<file path="src/rtl/calc1_port_driver.sv">
// Request stage for one calc1 port: buffers (cmd, op1, op2) operations, serialises them onto the
// request bus and returns the tagged response. Define CALC1_DRV_BACKTOBACK_EN to skip the idle bubble.
module calc1_port_driver #(
  parameter int unsigned FIFO_DEPTH = 4,
  parameter int unsigned TIMEOUT    = 64
) (
  input  logic        c_clk,
  input  logic        reset,
  input  logic        in_valid,
  output logic        in_ready,
  input  logic [3:0]  in_cmd,
  input  logic [31:0] in_op1,
  input  logic [31:0] in_op2,
  output logic [3:0]  req_cmd_out,
  output logic [31:0] req_data_out,
  input  logic [1:0]  out_resp,
  input  logic [31:0] out_data,
  output logic        rsp_valid,
  output logic [3:0]  rsp_cmd,
  output logic [1:0]  rsp_resp,
  output logic [31:0] rsp_data,
  output logic        timeout_err,
  output logic        busy
);

  localparam int unsigned PtrW = $clog2(FIFO_DEPTH);
  localparam int unsigned CntW = PtrW + 1;
  localparam int unsigned TmrW = $clog2(TIMEOUT);

  typedef enum logic [1:0] {StIdle, StCmd, StData, StWait} state_e;

  logic [3:0]      fifo_cmd_q [FIFO_DEPTH];
  logic [31:0]     fifo_op1_q [FIFO_DEPTH];
  logic [31:0]     fifo_op2_q [FIFO_DEPTH];
  logic [PtrW-1:0] wr_ptr_q, wr_ptr_d;
  logic [PtrW-1:0] rd_ptr_q, rd_ptr_d;
  logic [CntW-1:0] count_q, count_d;

  state_e          state_q, state_d;
  logic [TmrW-1:0] timer_q, timer_d;
  logic [3:0]      cur_cmd_q, cur_cmd_d;
  logic [31:0]     cur_op2_q, cur_op2_d;
  logic [3:0]      req_cmd_q, req_cmd_d;
  logic [31:0]     req_data_q, req_data_d;
  logic            rsp_valid_q, rsp_valid_d;
  logic [3:0]      rsp_cmd_q, rsp_cmd_d;
  logic [1:0]      rsp_resp_q, rsp_resp_d;
  logic [31:0]     rsp_data_q, rsp_data_d;
  logic            timeout_err_q, timeout_err_d;

  logic fifo_full, fifo_empty, push, pop, resp_hit, timer_expired;

  assign fifo_full  = (count_q == CntW'(FIFO_DEPTH));
  assign fifo_empty = (count_q == '0);
  assign push       = in_valid && !fifo_full;
  // X or Z on out_resp must never look like a response, hence case-equality.
  assign resp_hit   = (out_resp === 2'b01) || (out_resp === 2'b10) || (out_resp === 2'b11);
  assign timer_expired = (timer_q == TmrW'(TIMEOUT - 1));

  always_comb begin
    state_d       = state_q;
    timer_d       = timer_q;
    cur_cmd_d     = cur_cmd_q;
    cur_op2_d     = cur_op2_q;
    req_cmd_d     = 4'd0;
    req_data_d    = 32'd0;
    rsp_valid_d   = 1'b0;
    rsp_cmd_d     = rsp_cmd_q;
    rsp_resp_d    = rsp_resp_q;
    rsp_data_d    = rsp_data_q;
    timeout_err_d = 1'b0;
    pop           = 1'b0;
    unique case (state_q)
      StIdle: begin
        if (!fifo_empty) begin
          pop        = 1'b1;
          cur_cmd_d  = fifo_cmd_q[rd_ptr_q];
          cur_op2_d  = fifo_op2_q[rd_ptr_q];
          req_cmd_d  = fifo_cmd_q[rd_ptr_q];
          req_data_d = fifo_op1_q[rd_ptr_q];
          state_d    = StCmd;
        end
      end
      StCmd: begin
        req_data_d = cur_op2_q;
        state_d    = StData;
      end
      StData: begin
        timer_d = '0;
        state_d = StWait;
      end
      StWait: begin
        if (resp_hit || timer_expired) begin
          rsp_valid_d   = 1'b1;
          rsp_cmd_d     = cur_cmd_q;
          rsp_resp_d    = resp_hit ? out_resp : 2'b00;
          rsp_data_d    = resp_hit ? out_data : 32'd0;
          timeout_err_d = !resp_hit;
          state_d       = StIdle;
`ifdef CALC1_DRV_BACKTOBACK_EN
          if (!fifo_empty) begin
            pop        = 1'b1;
            cur_cmd_d  = fifo_cmd_q[rd_ptr_q];
            cur_op2_d  = fifo_op2_q[rd_ptr_q];
            req_cmd_d  = fifo_cmd_q[rd_ptr_q];
            req_data_d = fifo_op1_q[rd_ptr_q];
            state_d    = StCmd;
          end
`endif
        end else begin
          timer_d = timer_q + TmrW'(1);
        end
      end
      default: state_d = StIdle;
    endcase
  end

  always_comb begin
    wr_ptr_d = push ? wr_ptr_q + PtrW'(1) : wr_ptr_q;
    rd_ptr_d = pop ? rd_ptr_q + PtrW'(1) : rd_ptr_q;
    count_d  = count_q;
    if (push && !pop) begin
      count_d = count_q + CntW'(1);
    end else if (pop && !push) begin
      count_d = count_q - CntW'(1);
    end
  end

  always_ff @(posedge c_clk) begin
    if (!reset) begin
      wr_ptr_q      <= '0;
      rd_ptr_q      <= '0;
      count_q       <= '0;
      state_q       <= StIdle;
      timer_q       <= '0;
      cur_cmd_q     <= 4'd0;
      cur_op2_q     <= 32'd0;
      req_cmd_q     <= 4'd0;
      req_data_q    <= 32'd0;
      rsp_valid_q   <= 1'b0;
      rsp_cmd_q     <= 4'd0;
      rsp_resp_q    <= 2'b00;
      rsp_data_q    <= 32'd0;
      timeout_err_q <= 1'b0;
    end else begin
      wr_ptr_q      <= wr_ptr_d;
      rd_ptr_q      <= rd_ptr_d;
      count_q       <= count_d;
      state_q       <= state_d;
      timer_q       <= timer_d;
      cur_cmd_q     <= cur_cmd_d;
      cur_op2_q     <= cur_op2_d;
      req_cmd_q     <= req_cmd_d;
      req_data_q    <= req_data_d;
      rsp_valid_q   <= rsp_valid_d;
      rsp_cmd_q     <= rsp_cmd_d;
      rsp_resp_q    <= rsp_resp_d;
      rsp_data_q    <= rsp_data_d;
      timeout_err_q <= timeout_err_d;
    end
  end

  // Storage needs no reset; occupancy is tracked by the pointers and count.
  always_ff @(posedge c_clk) begin
    if (push) begin
      fifo_cmd_q[wr_ptr_q] <= in_cmd;
      fifo_op1_q[wr_ptr_q] <= in_op1;
      fifo_op2_q[wr_ptr_q] <= in_op2;
    end
  end

  assign in_ready     = !fifo_full;
  assign req_cmd_out  = req_cmd_q;
  assign req_data_out = req_data_q;
  assign rsp_valid    = rsp_valid_q;
  assign rsp_cmd      = rsp_cmd_q;
  assign rsp_resp     = rsp_resp_q;
  assign rsp_data     = rsp_data_q;
  assign timeout_err  = timeout_err_q;
  assign busy         = (state_q != StIdle) || !fifo_empty;

endmodule
</file>
<file path="config.mk">
export PLATFORM = sky130hd
export DESIGN_NAME = calc1_port_driver
export DESIGN_NICKNAME = d
export VERILOG_FILES = /design/src/rtl/calc1_port_driver.sv
export SDC_FILE = /design/constraint.sdc
export NUM_CORES = 1
export LEC_CHECK = 0
export BUFFER_PORTS_ARGS = -buffer_cell sky130_fd_sc_hd__buf_2
export CORE_MARGIN = 1
export CORE_UTILIZATION = 39
export DETAILED_ROUTE_END_ITERATION = 8
export GPL_ROUTABILITY_DRIVEN = 0
export GPL_TIMING_DRIVEN = 1
export PLACE_DENSITY = 0.68
export SYNTH_ARGS = -nofsm -noshare
export SYNTH_HDL_FRONTEND = slang
export SYNTH_SLANG_ARGS = --single-unit
</file>
<file path="constraint.sdc">
create_clock -name c_clk -period 6.6 [get_ports c_clk]
set_input_delay 0 -clock c_clk [delete_from_list [all_inputs] [get_ports c_clk]]
set_output_delay 0 -clock c_clk [all_outputs]
set_load 0.02 [all_outputs]
</file>
## Word-level counts from Yosys, hierarchy flattened

Memory sizes are Yosys's and may differ from the RTL's. A register that Yosys moved wholly into a read port is not among the register bits.
Cells that the tools add are included.

- Add/subtract/negate cells: 5
- Equality and inequality tests: 11
- Mux-type cells: 20
- Bitwise logic cells: 3
- Reductions and logical operators: 25

Operator list:

| cell | count |
|---|---|
| 2-to-1 mux 32 bit | 2 |
| one-hot mux 32 bit (2 select lines) | 1 |
| 2-to-1 mux 2 bit | 7 |
| one-hot mux 6 bit (2 select lines) | 1 |
| AND reduction 2 bit | 5 |
| one-hot mux 2 bit (4 select lines) | 1 |
| adder 6 x 1 -> 6 bit, second input constant | 1 |
| == test 6 bit, second input constant | 1 |
| zero test 1 bit | 6 |
| 2-to-1 mux 3 bit | 2 |
| 2-to-1 mux 6 bit | 1 |
| != test 2 bit, second input constant | 3 |
| nonzero test 2 bit | 3 |
| 2-to-1 mux 1 bit | 5 |
| adder 2 x 1 -> 2 bit, second input constant | 2 |
| == test 2 bit, second input constant | 2 |
| case equality test 2 bit, second input constant | 2 |
| logical OR 1 bit | 4 |
| adder 3 x 1 -> 3 bit, second input constant | 1 |
| == test 3 bit, second input constant | 1 |
| logical AND 1 bit | 3 |
| zero test 3 bit | 1 |
| inverter 1 bit | 3 |
| AND reduction 3 bit | 1 |
| 5 further kinds | 5 |

- Register bits after elaboration: 95
- RAM bits: 272
- Input port bits: 105
- Output and inout port bits: 78
- Memories kept: 3

Memory list:

| memory | words | width | rd ports | clocked after Yosys merged registers in | wr ports | RTL line | text |
|---|---|---|---|---|---|---|---|
| fifo_op1_q | 4 | 32 | 1 | 1 | 1 | 33 | `logic [31:0] fifo_op1_q [FIFO_DEPTH];` |
| fifo_op2_q | 4 | 32 | 1 | 1 | 1 | 34 | `logic [31:0] fifo_op2_q [FIFO_DEPTH];` |
| fifo_cmd_q | 4 | 4 | 1 | 1 | 1 | 32 | `logic [3:0] fifo_cmd_q [FIFO_DEPTH];` |

## Depth between registers and ports, before layout

Gate-level depths: netlist of run 1.

- Word-level depth: 7
- Gate-level depth with buffers: 11

## Worst setup path after synthesis of run 1

OpenSTA, ideal clock, no wires.

- Path type: flip-flop to flip-flop
- Start point: register count_q[0]
- End point: memory fifo_cmd_q[0][0], enable pin
- Library setup time: 0.433 ns
- Arrival time: 2.398 ns
- Data required time: 6.167 ns
- Setup slack: 3.768 ns
- Stages on the path, launching flop included: 4
- Buffers on the path: 0
- Path through: dfxtp_1 -> nor2_1 -> a21boi_2 -> and2_1

- Cells in the longest elaborated chain, start to end: 5

Ends and longest elaborated chain:

| element | RTL line | text |
|---|---|---|
| from (decl) | 37 | `logic [CntW-1:0] count_q, count_d;` |
| from (signal assigned) | 148 | `count_q <= count_d;` |
| == test 3 bit | 53 | `assign fifo_full = (count_q == CntW'(FIFO_DEPTH));` |
| zero test 1 bit | 55 | `assign push = in_valid && !fifo_full;` |
| logical AND 1 bit | 55 |  |
| named net push | 51 | `logic fifo_full, fifo_empty, push, pop, resp_hit, timer_expired;` |
| 2-to-1 mux 1 bit | 165 | `if (push) begin` |
| 2-to-1 mux 1 bit (implied by the code) | 166 | `fifo_cmd_q[wr_ptr_q] <= in_cmd;` |
| to (decl) | 32 |  |

The timed path passes the listed nets, and every way through them passes these cells.

## Worst setup path in the final report of run 1

- Start point: register state_q[0]
- End point: register count_q[2]

- Cells in the longest elaborated chain, start to end: 5
- Elaborated cells between the ends (all ways): 7
- Those cells by class: mux (2); reduce/logical (5)

Ends and longest elaborated chain:

| element | RTL line | text |
|---|---|---|
| from (decl) | 39 | `state_e state_q, state_d;` |
| from (signal assigned) | 134 | `state_q <= StIdle;` |
| from (signal assigned) | 149 | `state_q <= state_d;` |
| zero test 2 bit (*) | 73 | `unique case (state_q)` |
| 2-to-1 mux 1 bit (*) | 73 |  |
| zero test 1 bit | 122 | `if (push && !pop) begin` |
| logical AND 1 bit | 122 |  |
| 2-to-1 mux 3 bit / nonzero test 2 bit (equally long branches) | -- |  |

Every way passes the cells marked *; elsewhere a longest branch is shown, timed or not.
A chain may end at the register's enable or synchronous reset.

==> results of run 1 <==
==> cell type report <==
cell class | instances | area [µm²]
fill | 3097 | 18400
sequential | 401 | 10800
multi-input combinational | 435 | 3560
timing repair buffer | 296 | 2050
clock buffer | 59 | 1180
tap | 468 | 586
clock inverter | 17 | 176
inverter | 8 | 30.0
antenna | 6 | 15.0
==> cells by family (layout without fill, tap and decap cells) <==
logic type	after synthesis	in the layout	share of synthesized area
AO/OA/AOI/OAI	126	126	0.0544
XOR/XNOR	5	5	0.00300
adder cells (fa/ha/maj)	11	11	0.00993
buffers and inverters	65	380	0.0226
flip-flops	401	401	0.736
multiplexers	74	74	0.110
other	0	6	0
AND/OR/NAND/NOR	219	219	0.0641
==> worst register-to-register path, delay by kind of cell, from the launching register on <==
kind / cells / cell delay (ns)
xor+xnor: 1 / 0.18
flops: 1 / 0.38
simple gates: 1 / 0.31
buf+inv: 4 / 1.28
compound gates: 2 / 0.27
fa+ha+maj: 3 / 0.97
==> layer usage <==
layer | vias to the layer above | share of wire | GRT usage
li1 | 4002 | - | -
met1 | 4217 | 0.43 | 0.197
met2 | 229 | 0.50 | 0.284
met3 | 47 | 0.055 | 0.0361
met4 | 0 | 0.018 | 0.0455
met5 | - | 0 | 0
==> through the flow <==
stage | setup WS, ns | utilization | hold WS, ns
final | 3.14 | 0.499 | 0.0161
after global routing | 2.86 | 0.499 | 0.0383
after CTS | 3.10 | 0.498 | 0.00122
after detailed placement | 3.12 | 0.432 | 0.216
after global placement | 3.20 | 0.432 | 0.213
after floorplan | 3.77 | - | 0.0989
==> registers in the layout, indices dropped and copies added, names as in the netlist, named ones only <==
name / cells
count_q: 3
cur_cmd_q: 4
cur_op2_q: 32
fifo_cmd_q: 16
fifo_op1_q: 128
fifo_op2_q: 128
rd_ptr_q: 2
req_cmd_out: 4
req_data_out: 32
rsp_cmd: 4
rsp_data: 32
rsp_resp: 2
rsp_valid: 1
state_q: 2
timeout_err: 1
timer_q: 6
wr_ptr_q: 2
==> placed cells by master, fill, tap and decap left out, types with 7 or more instances in the layout <==
| cell type | synthesis | routed |
|---|---|---|
| sky130_fd_sc_hd__clkbuf_16 | 0 | 43 |
| sky130_fd_sc_hd__and3_1 | 8 | 8 |
| sky130_fd_sc_hd__a21oi_1 | 40 | 40 |
| sky130_fd_sc_hd__buf_4 | 7 | 7 |
| sky130_fd_sc_hd__o21ai_0 | 35 | 35 |
| sky130_fd_sc_hd__buf_2 | 17 | 182 |
| sky130_fd_sc_hd__edfxtp_1 | 272 | 272 |
| sky130_fd_sc_hd__nor2_1 | 43 | 43 |
| sky130_fd_sc_hd__mux4_2 | 62 | 62 |
| sky130_fd_sc_hd__a22oi_1 | 32 | 32 |
| sky130_fd_sc_hd__dlygate4sd3_1 | 0 | 106 |
| sky130_fd_sc_hd__dfxtp_1 | 129 | 125 |
| sky130_fd_sc_hd__clkbuf_1 | 24 | 11 |
| sky130_fd_sc_hd__ha_1 | 10 | 9 |
| sky130_fd_sc_hd__nand3_1 | 35 | 35 |
| sky130_fd_sc_hd__nand2_1 | 119 | 119 |
==> worst min path at each step <==
stage,end,depth (start not counted)
4_1_cts,wr_ptr_q[0]$_SDFFE_PN0P_,4
6_report,wr_ptr_q[0]$_SDFFE_PN0P_,4
2_1_floorplan,fifo_cmd_q[0][0]$_DFFE_PP_,0
3_5_place_dp,fifo_op1_q[0][7]$_DFFE_PP_,1
5_1_grt,wr_ptr_q[0]$_SDFFE_PN0P_,4
3_3_place_gp,fifo_op1_q[0][26]$_DFFE_PP_,1
==> repair_timing <==
action                                 in CTS  in global routing
endpoints found under the hold margin     317                  0
hold buffers                              106                  0
gates resized for setup                     0                  0
==> where the power goes <==
group,switching [mW],total [mW],internal (mW)
sequential,0.255,3.30,3.05
combinational,0.885,1.57,0.689
clock,0.924,2.29,1.37
==> results.md, run 1 <==
- The flow ran to the end, and the final reports show no timing, DRC or antenna violations.
- Setup violations remaining at the end of the flow were counted as 0.
- The largest voltage drop on the vdd net is 0.284 mV.
- The worst setup path is of the reg2reg kind.
- After detailed routing, the total wire length is slightly above 30000 µm.
- The floorplan has 70 rows.
- The number of cells after detailed placement is 1501.
- The arrival time reported for the critical path endpoint is 3.91 ns.
- The critical path crosses 11 cells after its start point.
- The first detailed-routing pass ran for 5 iterations.
- Of the post-synthesis cell area, the dominant cell type holds 0.559.
- The number of warnings printed during yosys synthesis is 0.
- The tightest min-delay check is of the in2reg type.
- The chip height is 196 µm.
- By area the synthesized netlist is led by sky130_fd_sc_hd__edfxtp_1 56%, sky130_fd_sc_hd__dfxtp_1 18%, sky130_fd_sc_hd__mux4_2 9.6%, sky130_fd_sc_hd__nand2_1 3.1%, sky130_fd_sc_hd__a22oi_1 1.6%.
- In this run the mean area of a mapped cell was between 15 and 20 µm².
- The first-pass GRT wire length is 47700 µm.
- The sequential area share after synthesis is 0.736.
- The commonest cells after synthesis are 272 x sky130_fd_sc_hd__edfxtp_1, 129 x sky130_fd_sc_hd__dfxtp_1, 119 x sky130_fd_sc_hd__nand2_1.
- The layout cell share with drive strength beyond 1 is 0.273.
- The clock transition at the register clock pins on the worst setup and hold paths after CTS is roughly 0.06 ns.
- For this run, the leading register cell type out of synthesis is sky130_fd_sc_hd__edfxtp_1.
- Of the available clock period, the critical path in the final layout requires 0.524.
- The worst slew slack as a fraction of its limit is 0.263.
- The maximum level of the CTS H-tree is 2.
- The shortest period the worst path allows is 3.46 ns.
- The unique cell type count in the Yosys netlist is 47.
- Counting the buffers created by CTS gives 42.
- The routed layout has 8495 vias.
- The leakage power summed over all cells is around 6.6 nW.
- The cell area after placement is 15900 µm².
- At the pin with the least slew margin, the transition time is 1.10 ns.
- The post-route cell area is 18400 µm².
- The endpoint class of the critical path is a flip-flop.
- The initial cell density of the core is 0.397.
- The count of final max-slew check failures is 0.
- The number of clock sinks is 401.
- TritonCTS built the clock tree.
- The clock root buffer is sky130_fd_sc_hd__clkbuf_16.
- The reg-to-reg endpoint is count_q[2]$_SDFFE_PN0P_.
- The critical path contains buffers and inverters numbering 4 combined.
- In this design, the stage delay of the slowest critical-path cell is between 0.7 and 0.8 ns.
- The critical path goes through inv_1 > ha_1 > o31a_2 > buf_4 > inv_2 > ha_1 > inv_1 > fa_1 > xor2_1 > or3_1 > a21oi_1.
- In this run the cell area of the synthesized design comes to 14600 µm².
- The area overhead of the layout relative to synthesis is 25.6%.
- Counting flops and latches in the post-synthesis netlist gives 401.
- The core region is 36800 µm².
- The worst min-delay path startpoint is in_valid.
- The worst register-to-register path begins at state_q[0]$_SDFFE_PN0P_.
- After routing, the total negative slack on setup checks comes to 0 ns.
- The iteration-0 DRC count of the detailed router is 394.
- The total power after layout is ~7.2 mW.
- Following the worst setup path forward leads to its endpoint at count_q[2]$_SDFFE_PN0P_.
- The power per cell area is 391 nW/µm².
- The synthesized design contains 272 enable-type register cells.
- For the worst setup path, the data required time is 7.05 ns.
- The overall routing resource usage is 0.161.
- The number of nets in the synthesized netlist is roughly 1.0k.
- The number of antenna-violating nets in the routed design is 0.
- The fraction of registers with async set/reset is 0.
- After detailed routing, the number of remaining DRC violations is 0.
- The final-stage net count is 1300.
- The HPWL after detailed placement is around 18000 µm.
- The insertion delay to the later sink of the worst-skew pair is 0.54 ns.
- Setup repair after global routing left no endpoint under its margin.
- Dividing the detail-routed wire length by the instance count gives 18.2 µm.
- The cell accounting for the most synthesized area is sky130_fd_sc_hd__edfxtp_1.
- The number of hold violations in the final report came to 0.
- The number of port buffers is 182.
- The critical-path cell with the highest stage delay is sky130_fd_sc_hd__inv_2.
- After clock tree synthesis, the setup repair step added 0 buffers.
- The floorplan step defined a die boundary enclosing 38300 µm².
- The critical path starts at state_q[0]$_SDFFE_PN0P_.
- The count of mapped cells out of synthesis is 901.
- The number of antenna violations at the first check in global routing is 5.
- Static timing analysis puts the maximum clock frequency at between 0.2 and 0.3 GHz.
- The longest clock path from root to sink contains 3 buffers.
- The vias per cell is 5.03.
- The final clock skew is 0.0135 ns.
- The worst-path maximum fanout is 75.
- Grouping stages by cell kind, the critical path spends the most delay in buffers and inverters.
- The number of global-route vias before repair is 8782.
- For this run the aggregate overflow at the end of global routing stands at 0.
- The floorplan die width is around 200 µm.
- Across the run, the number of max-cap violations was 0.
- The number of cells traversed by the worst register-to-register path is 11.
- Entering global routing, the biggest net connects 80 pins.
- The slack of the worst reg-to-reg path is approximately 3.1 ns.
- The worst setup path is launched from a flip-flop.
- The finished layout holds approximately 1.7k standard cells, fillers aside.
- ~180 I/O pins were placed.
- By instance count, the leading cell after synthesis is sky130_fd_sc_hd__edfxtp_1.
No activity file was read; power rests on OpenSTA's default activity.
==> run 2: changes to the inputs <==
- PLACE_DENSITY: 0.68 -> 0.71
- clock period: 6.6 -> 3 ns (I/O delays scaled with it)
==> run 2 against run 1 <==
Net effect: hold slack improved by 0.18 ns; wire length increased by 5.7%; clock skew rose by 0.014 ns; sequential share of layout area fell by 1.1 points; critical path depth is 5 lower; die area is the same; combinational power increased by 140%; clock-buffer cell count fell by 8; sequential power grew 120%; largest power group unchanged; highest routed layer is now met5.
==> results.md, run 2 (synthesized netlist as in run 1, its figures left out) <==
- The number of antenna-violating nets in the routed design is 0 (unchanged).
- The final worst hold slack is 0.195 ns (was 0.0161 ns).
- The number of hold violations in the final report came to 0 (unchanged).
- The termination of the worst setup path is rsp_data[15]$_SDFFE_PN0P_ (was count_q[2]$_SDFFE_PN0P_).
- The layout cell share with drive strength beyond 1 is 0.284 (was 0.273).
- The hold path depth is 2 (was 4).
- The number of failing setup endpoints in the final timing report is 0 (unchanged).
- The launching instance or port of the critical path is state_q[0]$_SDFFE_PN0P_ (unchanged).
- The core region area is 36800 µm² (unchanged).
- The final-stage net count is 1326 (was 1300).
- The iteration count of the initial detailed-routing pass is 5 (unchanged).
- The arrival time reported for the critical path endpoint was 3.22 ns (was 3.91 ns).
- The remaining global-route overflow came to 0 (unchanged).
- Largest regs: fifo_op1_q: 128 flops, fifo_op2_q: 128 flops (unchanged).
- The number of top-level pins is 183 (unchanged).
- The clock tree buffer depth was 3 (unchanged).
- The worst-path maximum fanout is 30 (was 75).
- Status: finished, final reports clean (unchanged).
- The overall routing resource usage is 0.170 (was 0.161).
- The worst hold path class is in2reg (unchanged).
- The chip height was 196 µm (unchanged).
- The worst setup slack after layout was 0.257 ns (was 3.14 ns).
- The maximum level of the CTS H-tree is 2 (unchanged).
- The leakage power summed over all cells is 6.76 nW (was 6.57 nW).
- The clock root buffer is sky130_fd_sc_hd__clkbuf_16 (unchanged).
- The critical path startpoint category is a flip-flop (unchanged).
- The type of the worst setup path is reg2reg (unchanged).
- The initial cell density of the core is 0.397 (unchanged).
- The number of port buffers is 182 (unchanged).
- The fmax is 0.365 GHz (was 0.289 GHz).
- The data required time of the critical path is 3.47 ns (was 7.05 ns).
- The number of clock sinks was 401 (unchanged).
- The total negative slack for setup checks is 0 ns (unchanged).
- The slack of the worst reg-to-reg path is 0.26 ns (was 3.14 ns).
- Unrepaired setup endpoints after global routing: no (unchanged).
- The most common library cell in the layout ignoring fill and taps is sky130_fd_sc_hd__edfxtp_1 (unchanged).
- The floorplan die width is 196 µm (unchanged).
- The first-pass GRT wire length is 49800 µm (was 47700 µm).
- The reg-to-reg endpoint is rsp_data[15]$_SDFFE_PN0P_ (was count_q[2]$_SDFFE_PN0P_).
- The worst slew slack as a fraction of its limit is 0.262 (was 0.263).
- The insertion delay to the later sink of the worst-skew pair is 0.56 ns (was 0.54 ns).
- The power per cell area is 865 nW/µm² (was 391 nW/µm²).
- The DRC violation count after routing was 0 (unchanged).
- The period utilization came to 0.914 (was 0.524).
- The endpoint class of the critical path is a flip-flop (unchanged).
- The total die area is 38300 µm² (unchanged).
- The vias per cell is 5.06 (was 5.03).
- The area overhead of the layout relative to synthesis is 27.9% (was 25.6%).
- The area taken by flip-flops and latches came to 10800 µm² (unchanged).
- The setup fix buffers added after clock tree synthesis is 0 (unchanged).
- The number of placement rows was 70 (unchanged).
- The clock tree from TritonCTS is yes (unchanged).
- The number of buffers inserted during clock tree synthesis came to 41 (was 42).
- The reg-to-reg startpoint is state_q[0]$_SDFFE_PN0P_ (unchanged).
- The number of antenna violations at the first check in global routing was 3 (was 5).
- The worst-margin pin slew is 1.11 ns (was 1.10 ns).
- The maximum number of pins on one net before global-route repair is 75 (was 80).
- The HPWL after detailed placement is 18800 µm (was 17500 µm).
- The clock transition at the register clock pins on the worst setup and hold paths after CTS is 0.07 ns (was 0.06 ns).
- The shortest period the worst path allows is 2.74 ns (was 3.46 ns).
- The worst setup slack after placement is 0.722 ns (was 3.12 ns).
- The number of global-route vias before repair came to 9046 (was 8782).
- The number of vias in the routed layout is 8661 (was 8495).
- Commonest cells after routing, fill and taps aside: 272 x sky130_fd_sc_hd__edfxtp_1, 182 x sky130_fd_sc_hd__buf_2, 125 x sky130_fd_sc_hd__dfxtp_1 (unchanged).
- The iteration-0 DRC count of the detailed router is 327 (was 394).
- The count of final max-slew check failures came to 0 (unchanged).
- The number of cells traversed by the worst register-to-register path is 6 (was 11).
- The number of violations of the max-capacitance limit is 0 (unchanged).
- The share of the core filled with cells in the final layout is 0.508 (was 0.499).
- The wire length per cell was 19.0 µm (was 18.2 µm).
- The total wire length after detailed routing was 32600 µm (was 30800 µm).
- The multi-input logic area is 3560 µm² (about the same).
- The largest voltage drop on the vdd net was 0.560 mV (was 0.284 mV).
- The final clock skew is 0.0274 ns (was 0.0135 ns).
- The number of filler cells placed in the layout is 3090 (was 3097).
run 2: metrics by stage:
stage	std cells	total power [mW]	instance area [µm²]
after global routing	1712	16.9	18700
after global placement	1515	10.9	16100
after floorplan	901	9.78	14600
final	1712	16.2	18700
after detailed placement	1515	11.0	16100
after CTS	1710	16.4	18700
run 2: how the worst min path moves through the flow:
stage / from / to / slack, ns
floorplan: in_cmd[0] / fifo_cmd_q[0][0]$_DFFE_PP_ / 0.1
global placement: in_op2[1] / fifo_op2_q[2][1]$_DFFE_PP_ / 0.21
detailed placement: in_op1[3] / fifo_op1_q[2][3]$_DFFE_PP_ / 0.22
CTS: in_op2[4] / fifo_op2_q[0][4]$_DFFE_PP_ / 0.18
global route: in_op2[4] / fifo_op2_q[2][4]$_DFFE_PP_ / 0.19
finish: in_op2[3] / fifo_op2_q[3][3]$_DFFE_PP_ / 0.20
run 2: timing repair:
action                                  in CTS  in global routing
endpoints found under the hold margin      314                  0
resized for setup                            0                  1
hold buffers                               120                  0
endpoints found under the setup margin       0                  3
run 2: where the power goes:
group / internal (mW) / leakage (nW) / switching (mW)
clock network: 3.14 / 0.700 / 2.12
registers: 6.70 / 3.54 / 0.478
logic: 1.63 / 2.51 / 2.09
total: 11.5 / 6.76 / 4.69
run 2: per-layer routing:
metal | track usage | part of all wire | wire (µm)
met2 | 0.301 | 0.50 | 16300
met5 | 0 | 0.0019 | 62
met1 | 0.207 | 0.42 | 13800
met4 | 0.0481 | 0.021 | 695
met3 | 0.0368 | 0.051 | 1680
run 2: worst max-delay path, stage by stage, from the launching register on:
cell and delay (ns):
sky130_fd_sc_hd__dfxtp_1 0.38, sky130_fd_sc_hd__ha_1 0.33, sky130_fd_sc_hd__o21a_2 0.58, sky130_fd_sc_hd__nand3_1 0.15, sky130_fd_sc_hd__dlygate4sd3_1 0.58, sky130_fd_sc_hd__o21ai_0 0.09, sky130_fd_sc_hd__dlygate4sd3_1 0.58
run 2: layout make-up:
type | instances | area share
clock inverter | 24 | 0.0147
timing repair buffer | 323 | 0.125
tap | 468 | 0.0313
antenna | 2 | 0.000268
inverter | 8 | 0.00161
clock buffer | 51 | 0.0608
sequential | 401 | 0.575
multi-input combinational | 435 | 0.190
